## config.mk

```make
export PLATFORM = sky130hd
export DESIGN_NAME = mem_access_ctrl
export DESIGN_NICKNAME = d
export VERILOG_FILES = /design/src/rtl/rv_mem_pkg.sv /design/src/rtl/mem_access_ctrl_lane_align.sv /design/src/rtl/mem_access_ctrl.sv
export SDC_FILE = /design/constraint.sdc
export NUM_CORES = 1
export LEC_CHECK = 0
export CAP_MARGIN = 20
export CORE_MARGIN = 1
export CORE_UTILIZATION = 45
export DETAILED_ROUTE_END_ITERATION = 10
export GPL_ROUTABILITY_DRIVEN = 0
export PLACE_DENSITY = 0.78
export REMOVE_ABC_BUFFERS = 1
export SETUP_SLACK_MARGIN = 0.05
export SYNTH_ARGS = -nofsm -noshare
export SYNTH_HDL_FRONTEND = slang
export SYNTH_HIERARCHICAL = 1
export SYNTH_SLANG_ARGS = --single-unit
export TNS_END_PERCENT = 1
```

## constraint.sdc

```tcl
create_clock -name clk -period 5.4 [get_ports clk]
set_clock_uncertainty 0.2 [all_clocks]
set_input_delay 1.62 -clock clk [delete_from_list [all_inputs] [get_ports clk]]
set_output_delay 1.62 -clock clk [all_outputs]
set_load 0.01 [all_outputs]
```

## src/rtl/rv_mem_pkg.sv

```systemverilog
// Shared load/store size codes and data-memory sequencer state encoding.
// The size codes match the Size output of the control unit.
package rv_mem_pkg;

    localparam logic [2:0] SZ_W  = 3'b000;
    localparam logic [2:0] SZ_HS = 3'b001;
    localparam logic [2:0] SZ_HU = 3'b010;
    localparam logic [2:0] SZ_BS = 3'b011;
    localparam logic [2:0] SZ_BU = 3'b100;

    typedef enum logic [1:0] {
        ST_IDLE,
        ST_RD,
        ST_WR,
        ST_DONE
    } state_e;

    // An illegal size code, or an address that is not aligned to the access size.
    function automatic logic req_bad(input logic [2:0] size, input logic [1:0] lo);
        case (size)
            SZ_W:         req_bad = (lo != 2'b00);
            SZ_HS, SZ_HU: req_bad = lo[0];
            SZ_BS, SZ_BU: req_bad = 1'b0;
            default:      req_bad = 1'b1;
        endcase
    endfunction

endpackage

```

## src/rtl/mem_access_ctrl_lane_align.sv

```systemverilog
// Byte/half lane steering: merges store data into a read word and
// extracts the sign/zero-extended load value from it.
module lane_align
    import rv_mem_pkg::*;
(
    input  logic [1:0]  addr_lo,
    input  logic [2:0]  size,
    input  logic [31:0] wdata,
    input  logic [31:0] rword,
    output logic [31:0] merged,
    output logic [31:0] ext
);

    logic [7:0]  rbyte;
    logic [15:0] rhalf;

    always_comb begin
        rbyte  = rword[{addr_lo, 3'b000} +: 8];
        rhalf  = addr_lo[1] ? rword[31:16] : rword[15:0];
        merged = rword;
        ext    = rword;
        case (size)
            SZ_BS, SZ_BU: begin
                merged[{addr_lo, 3'b000} +: 8] = wdata[7:0];
                ext = (size == SZ_BS) ? {{24{rbyte[7]}}, rbyte} : {24'h000000, rbyte};
            end
            SZ_HS, SZ_HU: begin
                merged[{addr_lo[1], 4'b0000} +: 16] = wdata[15:0];
                ext = (size == SZ_HS) ? {{16{rhalf[15]}}, rhalf} : {16'h0000, rhalf};
            end
            default: merged = wdata;
        endcase
    end

endmodule

```

## src/rtl/mem_access_ctrl.sv

```systemverilog
// Multi-cycle load/store sequencer for a single-port, variable-latency word memory.
// Sub-word stores are performed as read-modify-write.
module mem_access_ctrl
    import rv_mem_pkg::*;
#(
    parameter int unsigned TIMEOUT = 255,
    parameter int unsigned TO_W    = 8
) (
    input  logic        clk,
    input  logic        reset,
    input  logic        req_valid,
    input  logic        req_write,
    input  logic [2:0]  req_size,
    input  logic [31:0] req_addr,
    input  logic [31:0] req_wdata,
    output logic        busy,
    output logic        done,
    output logic [31:0] rdata,
    output logic        err,
    output logic        mem_req,
    output logic        mem_we,
    output logic [29:0] mem_addr,
    output logic [31:0] mem_wdata,
    input  logic [31:0] mem_rdata,
    input  logic        mem_ack
);

    localparam logic [TO_W-1:0] TO_LAST = TO_W'(TIMEOUT - 1);

    state_e          state_q;
    logic            done_q, err_q, mem_req_q, mem_we_q, write_q;
    logic [2:0]      size_q;
    logic [1:0]      addr_lo_q;
    logic [31:0]     wdata_q, rdata_q, mem_wdata_q;
    logic [29:0]     mem_addr_q;
    logic [TO_W-1:0] cnt_q;
    logic [31:0]     merged, ext;

    lane_align u_lane (
        .addr_lo (addr_lo_q),
        .size    (size_q),
        .wdata   (wdata_q),
        .rword   (mem_rdata),
        .merged  (merged),
        .ext     (ext)
    );

    always_ff @(posedge clk or posedge reset) begin
        if (reset) begin
            state_q     <= ST_IDLE;
            done_q      <= 1'b0;
            err_q       <= 1'b0;
            mem_req_q   <= 1'b0;
            mem_we_q    <= 1'b0;
            write_q     <= 1'b0;
            size_q      <= SZ_W;
            addr_lo_q   <= '0;
            wdata_q     <= '0;
            rdata_q     <= '0;
            mem_wdata_q <= '0;
            mem_addr_q  <= '0;
            cnt_q       <= '0;
        end else begin
            done_q <= 1'b0;
            err_q  <= 1'b0;
            case (state_q)
                ST_IDLE: if (req_valid) begin
                    write_q    <= req_write;
                    size_q     <= req_size;
                    addr_lo_q  <= req_addr[1:0];
                    wdata_q    <= req_wdata;
                    mem_addr_q <= req_addr[31:2];
                    cnt_q      <= '0;
                    if (req_bad(req_size, req_addr[1:0])) begin
                        state_q <= ST_DONE;
                        done_q  <= 1'b1;
                        err_q   <= 1'b1;
                    end else if (!req_write || req_size != SZ_W) begin
                        state_q   <= ST_RD;
                        mem_req_q <= 1'b1;
                        mem_we_q  <= 1'b0;
                    end else begin
                        state_q     <= ST_WR;
                        mem_req_q   <= 1'b1;
                        mem_we_q    <= 1'b1;
                        mem_wdata_q <= req_wdata;
                    end
                end
                // mem_ack is tested before the timeout so a late ack still completes normally.
                ST_RD: if (mem_ack) begin
                    cnt_q <= '0;
                    if (write_q) begin
                        state_q     <= ST_WR;
                        mem_we_q    <= 1'b1;
                        mem_wdata_q <= merged;
                    end else begin
                        state_q   <= ST_DONE;
                        mem_req_q <= 1'b0;
                        done_q    <= 1'b1;
                        rdata_q   <= ext;
                    end
                end else if (cnt_q == TO_LAST) begin
                    state_q   <= ST_DONE;
                    mem_req_q <= 1'b0;
                    rdata_q   <= '0;
                    done_q    <= 1'b1;
                    err_q     <= 1'b1;
                end else begin
                    cnt_q <= cnt_q + TO_W'(1);
                end
                ST_WR: if (mem_ack) begin
                    state_q   <= ST_DONE;
                    mem_req_q <= 1'b0;
                    mem_we_q  <= 1'b0;
                    done_q    <= 1'b1;
                end else if (cnt_q == TO_LAST) begin
                    state_q   <= ST_DONE;
                    mem_req_q <= 1'b0;
                    mem_we_q  <= 1'b0;
                    rdata_q   <= '0;
                    done_q    <= 1'b1;
                    err_q     <= 1'b1;
                end else begin
                    cnt_q <= cnt_q + TO_W'(1);
                end
                ST_DONE: state_q <= ST_IDLE;
                default: state_q <= ST_IDLE;
            endcase
        end
    end

    assign busy      = (state_q == ST_RD) || (state_q == ST_WR) || (state_q == ST_IDLE && req_valid);
    assign done      = done_q;
    assign err       = err_q;
    assign rdata     = rdata_q;
    assign mem_req   = mem_req_q;
    assign mem_we    = mem_we_q;
    assign mem_addr  = mem_addr_q;
    assign mem_wdata = mem_wdata_q;

endmodule

```

==> reports/qor.csv, run 1 <==
metric,value,unit
cts_hold_buf,0,
fin_crit,4730,ps
wl_per_cell,20.1,µm
hold_viol,0,
synth.area.top_cells,"dfrtp_1 47%, mux2_2 11%, a22o_1 5.7%",
path_clk_slew,60,ps
setup-violations-final,0,
n_antenna_cell,0,
worst_pin_slew,1020,ps
overflow,0,
grt_pass1_wl,34.3,mm
grt_pass1_vias,6103,
grt_usage,0.252,
setup_ws,674,ps
io_buffers,202,
ant_nets,0,
seq_power_share,0.299,
finalWirelength,21.8,mm
syn-instance-count,673,
nNetsFinal,968,
crit_path_max_incr_delay,620,ps
ys_seq_area_frac,0.473,
cp-endpoint,busy,
cts_max_level,4,
core_area,16700,µm²
synth_edf_count,0,
post-route-period-util,0.875,
cts.sinks,146,
dp.cells,1054,
async_flop_share,1.00,
r2r_end,mem_wdata[14]$_DFFE_PP0P_,
ys.flop_type,dfrtp_1,
drv_slew,0,
viasPerCell,5.91,
ys_ff_latch,146,
initial_utilization,0.463,
fmax,212,MHz
r2r_start,addr_lo_q[1]$_DFFE_PP0P_,
cts_buffers,17,
io_pins,203,
outcome,"complete, no violations",
startpoint_type,input port,
place_ws,668,ps
slowest_stage,clkdlybuf4s50_1,
die_w,133,µm
min_path_cells,1,
critical_path_class,in2out,
p_per_area,646,nW/µm²
intPower,4160,µW
avgSynthCellArea,11.5,µm²
rows,47,
path_common_cell,clkdlybuf4s50_1,
post-cts-setup-buffer-count,0,
drcViolationCount,0,
share_comb_of_total_power,0.529,
drtPass1Iterations,5,
switching_share,0.384,
grt_max_degree,94,
p_clk_frac,0.173,
antenna_found_initial,0,
syn2layout_area_growth,35.3,%
rr_worst_depth,6,
hold_ws,296,ps
cp.required,3580,ps
cts_tree,built,
syn-cell-area,7730,µm²
fillers,1378,
p_leak,0.00449,µW
crit_path_end_kind,primary output,
hpwl,15.0,mm
clock-root-buffer,clkbuf_16,
die-area,17700,µm²
power.switching,2600,µW
die_h,133,µm
startpoint,req_valid,
critical_path_arrival,2910,ps
maxCapViolCount,0,
vias,6423,
r2r_setup_slack,2060,ps
max_slew_margin,0.318,
first_iter_violations,404,
drive_gt1_frac,0.166,
clock_path_buffers,2,
hold_path.class,reg2reg,
synth_area_leader_cell,dfrtp_1,
rsz0062_at_grt,no,
yosysUniqueCellTypes,71,
netlist.area_leader.share,0.473,
dpl_cell_area,9880,µm²
crit_chain,clkdlybuf4s50_1 > nand2_4 > nand2b_1 > clkdlybuf4s50_1,
stdcell_area,10500,µm²
clk_latency,430,ps
cts_resized,0,
ys_warn_count,6,
stdcell_count,1086,
ir_drop,0.419,mV
critPathMaxFanout,6,
-- cell type report --
type / instances / area, µm² / area share
flip-flops and latches: 146 / 3650 / 0.349
multi-input cells: 463 / 3800 / 0.363
clock inverters: 12 / 134 / 0.0128
repair buffers: 212 / 2100 / 0.201
inverters: 13 / 53.8 / 0.00515
clock buffers: 20 / 447 / 0.0427
well taps: 220 / 275 / 0.0263
-- state kept, by name, indices dropped and copies added, names as in the netlist --
name,count
rdata,32
mem_addr,30
size_q,3
mem_we,1
cnt_q,8
mem_req,1
wdata_q,32
addr_lo_q,2
err,1
state_q,2
done,1
write_q,1
mem_wdata,32
-- worst max-delay path: cells and delay by family --
kind	cells	cell delay, ps
buffers and inverters	2	1140
AND/OR/NAND/NOR	2	140
-- synthesized netlist by cell type (all sizes together) (2+ instances only) --
| library cell | instances |
|---|---|
| nand2b | 2 |
| a41oi | 2 |
| nor2 | 20 |
| dfrtp | 146 |
| o21bai | 2 |
| a22o | 50 |
| o41ai | 2 |
| clkbuf | 21 |
| nand3 | 5 |
| a21boi | 3 |
| o22a | 4 |
| nand2 | 17 |
| a221o | 36 |
| nor4b | 2 |
| a21o | 17 |
| nor3 | 3 |
| o21ai | 81 |
| a21oi | 13 |
| mux2 | 76 |
| buf | 30 |
| o22ai | 2 |
| and3 | 2 |
| inv | 13 |
| xnor2 | 3 |
| o221ai | 2 |
| nand3b | 2 |
| nor2b | 15 |
| a22oi | 3 |
| mux2i | 36 |
| ha | 11 |
| a211o | 2 |
| o31ai | 2 |
| or3 | 2 |
| and2 | 12 |
| o211ai | 4 |
| a31oi | 8 |
| or2 | 3 |
-- how the worst min path moves through the flow --
stage / end / start
after floorplan: cnt_q[6]$_DFFE_PP0P_ / cnt_q[6]$_DFFE_PP0P_
after global placement: mem_req$_DFFE_PP0P_ / mem_req$_DFFE_PP0P_
after detailed placement: rdata[4]$_DFFE_PP0P_ / rdata[4]$_DFFE_PP0P_
after CTS: rdata[17]$_DFFE_PP0P_ / rdata[17]$_DFFE_PP0P_
after global routing: mem_addr[10]$_DFFE_PP0P_ / mem_addr[10]$_DFFE_PP0P_
final: rdata[22]$_DFFE_PP0P_ / rdata[22]$_DFFE_PP0P_
-- per-stage QoR --
stage | total power (µW) | TNS, ps | utilization
finish | 6760 | 0 | 0.626
global route | 7160 | 0 | 0.626
CTS | 6760 | 0 | 0.626
detailed placement | 5580 | 0 | 0.591
global placement | 5520 | 0 | 0.591
floorplan | 4150 | -50080 | -
-- layout by cell type, fill, tap and decap left out, types with 3 or more instances in the layout --
cell type	synthesis	layout
a21o_1	17	17
a21oi_1	11	11
a221o_1	36	36
a22o_1	50	50
a22oi_1	3	3
a31oi_1	7	7
and2_0	4	4
and2_1	8	8
buf_4	4	10
clkbuf_16	0	17
clkdlybuf4s50_1	0	202
clkinv_2	0	3
clkinv_4	0	4
dfrtp_1	146	146
ha_1	11	10
inv_1	12	11
mux2_2	76	76
mux2i_1	36	36
nand2_1	17	16
nand3_1	4	4
nor2_1	18	18
nor2b_1	14	14
o211ai_1	4	4
o21ai_0	70	70
o21ai_1	11	10
o22a_1	4	4
-- routing by layer --
metal	global-route usage	vias to the layer above	wire length, µm
met2	0.381	271	9950
met5	0	-	0
met3	0.0498	39	1540
li1	-	2927	-
met4	0.0983	0	605
met1	0.355	3186	9750
-- cells by family (layout without fill, tap and decap cells) --
| group | after synthesis | after routing | share of synthesized area |
|---|---|---|---|
| and+or+nand+nor | 92 | 92 | 0.0688 |
| xor gates and xnor gates | 3 | 3 | 0.00340 |
| buffers and inverters | 64 | 257 | 0.0405 |
| adders and majority gates | 12 | 12 | 0.0191 |
| AOI/OAI and AO/OA | 243 | 243 | 0.235 |
| muxes | 113 | 113 | 0.160 |
| DFF | 146 | 146 | 0.473 |
-- power groups by stage --
| stage | registers, µW | clock network, µW | logic [µW] |
|---|---|---|---|
| after detailed placement | 2020 | 0 | 3560 |
| after global placement | 2010 | 0 | 3510 |
| after CTS | 2010 | 1180 | 3580 |
| final | 2020 | 1170 | 3570 |
| after global routing | 2080 | 1230 | 3850 |
| after floorplan | 2070 | 0 | 2080 |
No activity file was read; power rests on OpenSTA's default activity.
==> run 2, diff against run 1 <==
- CORE_UTILIZATION: 45 -> 46
- CTS_BUF_LIST: not set -> sky130_fd_sc_hd__clkbuf_8
- HOLD_SLACK_MARGIN: not set -> 0.03
- PLACE_DENSITY: 0.78 -> 0.79
==> reports/qor.csv, run 2 (same netlist as run 1, synthesis figures left out) <==
metric,value,unit
drive_gt1_frac,0.163,
r2r_start,state_q[1]$_DFFE_PP0P_,
max_slew_margin,0.307,
grt_pass1_vias,6073,
grt_max_degree,85,
initial_utilization,0.469,
startpoint_type,input port,
p_clk_frac,0.124,
cts_hold_buf,0,
rows,47,
rr_worst_depth,7,
crit_path_max_incr_delay,610,ps
post-route-period-util,0.874,
maxCapViolCount,0,
clock-root-buffer,clkbuf_8,
finalWirelength,21.7,mm
die_h,132,µm
fillers,1376,
clk_latency,460,ps
cts_resized,0,
hold_ws,300,ps
hold_path.class,reg2reg,
grt_pass1_wl,34.3,mm
r2r_setup_slack,2320,ps
wl_per_cell,20.1,µm
path_common_cell,clkdlybuf4s50_1,
cts.sinks,146,
p_per_area,623,nW/µm²
power.switching,2520,µW
dp.cells,1055,
syn2layout_area_growth,32.4,%
min_path_cells,1,
hold_viol,0,
stdcell_count,1084,
ir_drop,0.328,mV
seq_power_share,0.311,
switching_share,0.396,
core_area,16500,µm²
cts_buffers,17,
hold_start,rdata[3]$_DFFE_PP0P_,
hold_end,rdata[3]$_DFFE_PP0P_,
die_w,132,µm
critPathMaxFanout,6,
antenna_found_initial,0,
io_pins,203,
p_leak,0.00441,µW
first_iter_violations,462,
drcViolationCount,0,
rsz0062_at_grt,no,
grt_usage,0.256,
io_buffers,202,
die-area,17300,µm²
viasPerCell,5.92,
outcome,"complete, no violations",
r2r_end,rdata[11]$_DFFE_PP0P_,
hpwl,15.0,mm
drv_slew,0,
post-cts-setup-buffer-count,0,
nNetsFinal,969,
share_comb_of_total_power,0.565,
fin_crit,4720,ps
fmax,212,MHz
final_common_cell,clkdlybuf4s50_1,
critical_path_class,in2out,
drtPass1Iterations,5,
mostFrequentLayoutCells,"202 x clkdlybuf4s50_1, 146 x dfrtp_1, 76 x mux2_2",
setup-violations-final,0,
cts_tree,built,
cp.required,3580,ps
vias,6412,
intPower,3850,µW
ant_nets,0,
overflow,0,
n_antenna_cell,0,
worst_pin_slew,1040,ps
crit_chain,clkdlybuf4s50_1 > nand2_4 > nand2b_1 > clkdlybuf4s50_1,
path_clk_slew,70,ps
cts_max_level,4,
crit_path_end_kind,primary output,
slowest_stage,clkdlybuf4s50_1,
clock_path_buffers,2,
critical_path_arrival,2900,ps
==> run 2: final cells by class <==
class	instances	area, µm²	area share
Clock buffer	20	275	0.0269
Tap cell	220	275	0.0269
Sequential cell	146	3650	0.357
Timing Repair Buffer	213	2100	0.206
Clock inverter	9	68.8	0.00673
Multi-Input combinational cell	463	3800	0.371
Inverter	13	53.8	0.00526
==> run 2: metal layers <==
metal  track usage  vias up  wire [µm]
met1         0.363     3155       9610
met3        0.0640       37       1970
met5             0        -          0
li1              -     2921          -
met2         0.385      299       9730
met4        0.0801        0        435
==> run 2: worst max-delay path: cells and delay by family <==
kind	cells	cell delay, ps
buffers and inverters	2	1130
AND/OR/NAND/NOR	2	150
==> run 2: stage by stage <==
step	setup TNS, ps	total power (µW)	setup WS [ps]	util	cell area [µm²]
after floorplan	-50080	4150	-343	-	7460
after global placement	0	5500	687	0.600	9880
after detailed placement	0	5560	686	0.600	9880
after CTS	0	6370	683	0.621	10200
after global routing	0	6780	626	0.621	10200
final	0	6370	681	0.621	10200
==> run 2: power groups by stage <==
stage	Combinational, µW	Sequential [µW]	Clock (µW)
2_1_floorplan	2080	2070	0
3_3_place_gp	3520	1970	0
3_5_place_dp	3590	1980	0
4_1_cts	3600	1970	811
5_1_grt	3870	2040	860
6_report	3600	1980	792
==> run 2: worst max-delay path by stage <==
stage          startpoint                        to  cells past startpoint
4_1_cts         req_valid                      busy                      4
3_3_place_gp    req_valid                      busy                      4
3_5_place_dp    req_valid                      busy                      4
6_report        req_valid                      busy                      4
2_1_floorplan       reset  addr_lo_q[0]$_DFFE_PP0P_                      1
5_1_grt         req_valid                      busy                      4
==> run 3, diff against run 2 <==
- CORE_UTILIZATION: 46 -> 40
- PLACE_DENSITY: 0.79 -> 0.7
==> reports/qor.csv, run 3 (same netlist as run 1, synthesis figures left out) <==
metric,value,unit
wl_per_cell,19.9,µm
n_antenna_cell,0,
mostFrequentLayoutCells,"202 x clkdlybuf4s50_1, 146 x dfrtp_1, 76 x mux2_2",
max_slew_margin,0.374,
drtPass1Iterations,5,
final_common_cell,clkdlybuf4s50_1,
fin_crit,4740,ps
p_per_area,626,nW/µm²
p_leak,0.00443,µW
cts_buffers,17,
viasPerCell,5.65,
first_iter_violations,452,
die_w,141,µm
hold_path.class,reg2reg,
syn2layout_area_growth,33.7,%
antenna_found_initial,1,
die-area,19900,µm²
dp.cells,1096,
grt_pass1_wl,34.9,mm
multi_input_area,3790,µm²
vias,6377,
drv_slew,0,
io_buffers,202,
cp.required,3580,ps
post-cts-setup-buffer-count,0,
outcome,"complete, no violations",
crit_path_end_kind,primary output,
cts_max_level,4,
critical_path_class,in2out,
dpl_cell_area,9930,µm²
fillers,1667,
path_clk_slew,70,ps
io_pins,203,
initial_utilization,0.410,
drcViolationCount,0,
drive_gt1_frac,0.167,
worst_pin_slew,939,ps
seqCellArea,3650,µm²
cts_tree,built,
setup-violations-final,0,
critPathMaxFanout,6,
stdcell_count,1128,
hpwl,15.6,mm
post-route-period-util,0.877,
core_area,18800,µm²
cts.sinks,146,
finalWirelength,22.5,mm
startpoint_type,input port,
nNetsFinal,970,
grt_usage,0.230,
fmax,211,MHz
ant_nets,0,
rows,50,
cts_resized,0,
power,6470,µW
maxCapViolCount,0,
grt_pass1_vias,6190,
clock-root-buffer,clkbuf_8,
cts_hold_buf,0,
ir_drop,0.261,mV
critical_path_arrival,2920,ps
grt_max_degree,83,
overflow,0,
die_h,141,µm
stdcell_area,10300,µm²
rsz0062_at_grt,no,
hold_viol,0,
clk_latency,450,ps
clock_path_buffers,2,
## run 3: cell count changes in the layout (fill, tap and decap cells not counted)
| cell | before | now |
|---|---|---|
| bufinv_16 | 1 | 2 |
| nor3_2 | 0 | 1 |
| buf_4 | 11 | 12 |
| nor3_4 | 1 | 0 |
| clkinv_4 | 0 | 2 |
## run 3: per-stage QoR
step / utilization / hold WS, ps / TNS, ps / worst slack [ps]
2_1_floorplan: - / 266 / -50080 / -343
3_3_place_gp: 0.528 / 283 / 0 / 692
3_5_place_dp: 0.528 / 281 / 0 / 674
4_1_cts: 0.548 / 308 / 0 / 673
5_1_grt: 0.548 / 316 / 0 / 627
6_report: 0.548 / 304 / 0 / 662
## run 3: area by class of cell
type	instances	share of cell area
Multi-Input combinational cell	463	0.367
Sequential cell	146	0.354
Tap cell	260	0.0315
Clock buffer	20	0.0267
Timing Repair Buffer	214	0.205
Clock inverter	12	0.0113
Inverter	13	0.00521
## run 3: final timing paths
| kind | start | to | slack, ps | cells after the start |
|---|---|---|---|---|
| min in group asynchronous | reset | mem_addr[15]$_DFFE_PP0P_ | 1470 | 2 |
| hold / removal | mem_addr[10]$_DFFE_PP0P_ | mem_addr[10]$_DFFE_PP0P_ | 300 | 1 |
| setup reg to reg | addr_lo_q[0]$_DFFE_PP0P_ | mem_wdata[21]$_DFFE_PP0P_ | 2420 | 7 |
| setup / recovery | req_valid | busy | 660 | 4 |
| max in group asynchronous | reset | rdata[18]$_DFFE_PP0P_ | 2680 | 3 |
| hold reg to reg | mem_addr[10]$_DFFE_PP0P_ | mem_addr[10]$_DFFE_PP0P_ | 300 | 1 |
## run 3: report_power, final
group          leakage (µW)  internal, µW  switching [µW]  total [µW]
clock network      0.000212           440             420         860
registers           0.00180          1590             394        1980
logic               0.00242          1880            1750        3630
## run 3: per-layer routing
layer | global-route usage | routed length (µm) | vias to the layer above
li1 | - | - | 2922
met3 | 0.0482 | 1670 | 24
met4 | 0.0658 | 316 | 0
met2 | 0.358 | 10300 | 269
met1 | 0.323 | 10200 | 3162
met5 | 0 | 0 | -
## run 3: worst max-delay path, cell delays in order
cell             delay (ps)
clkdlybuf4s50_1         620
nand2_4                  70
nand2b_1                 80
clkdlybuf4s50_1         530
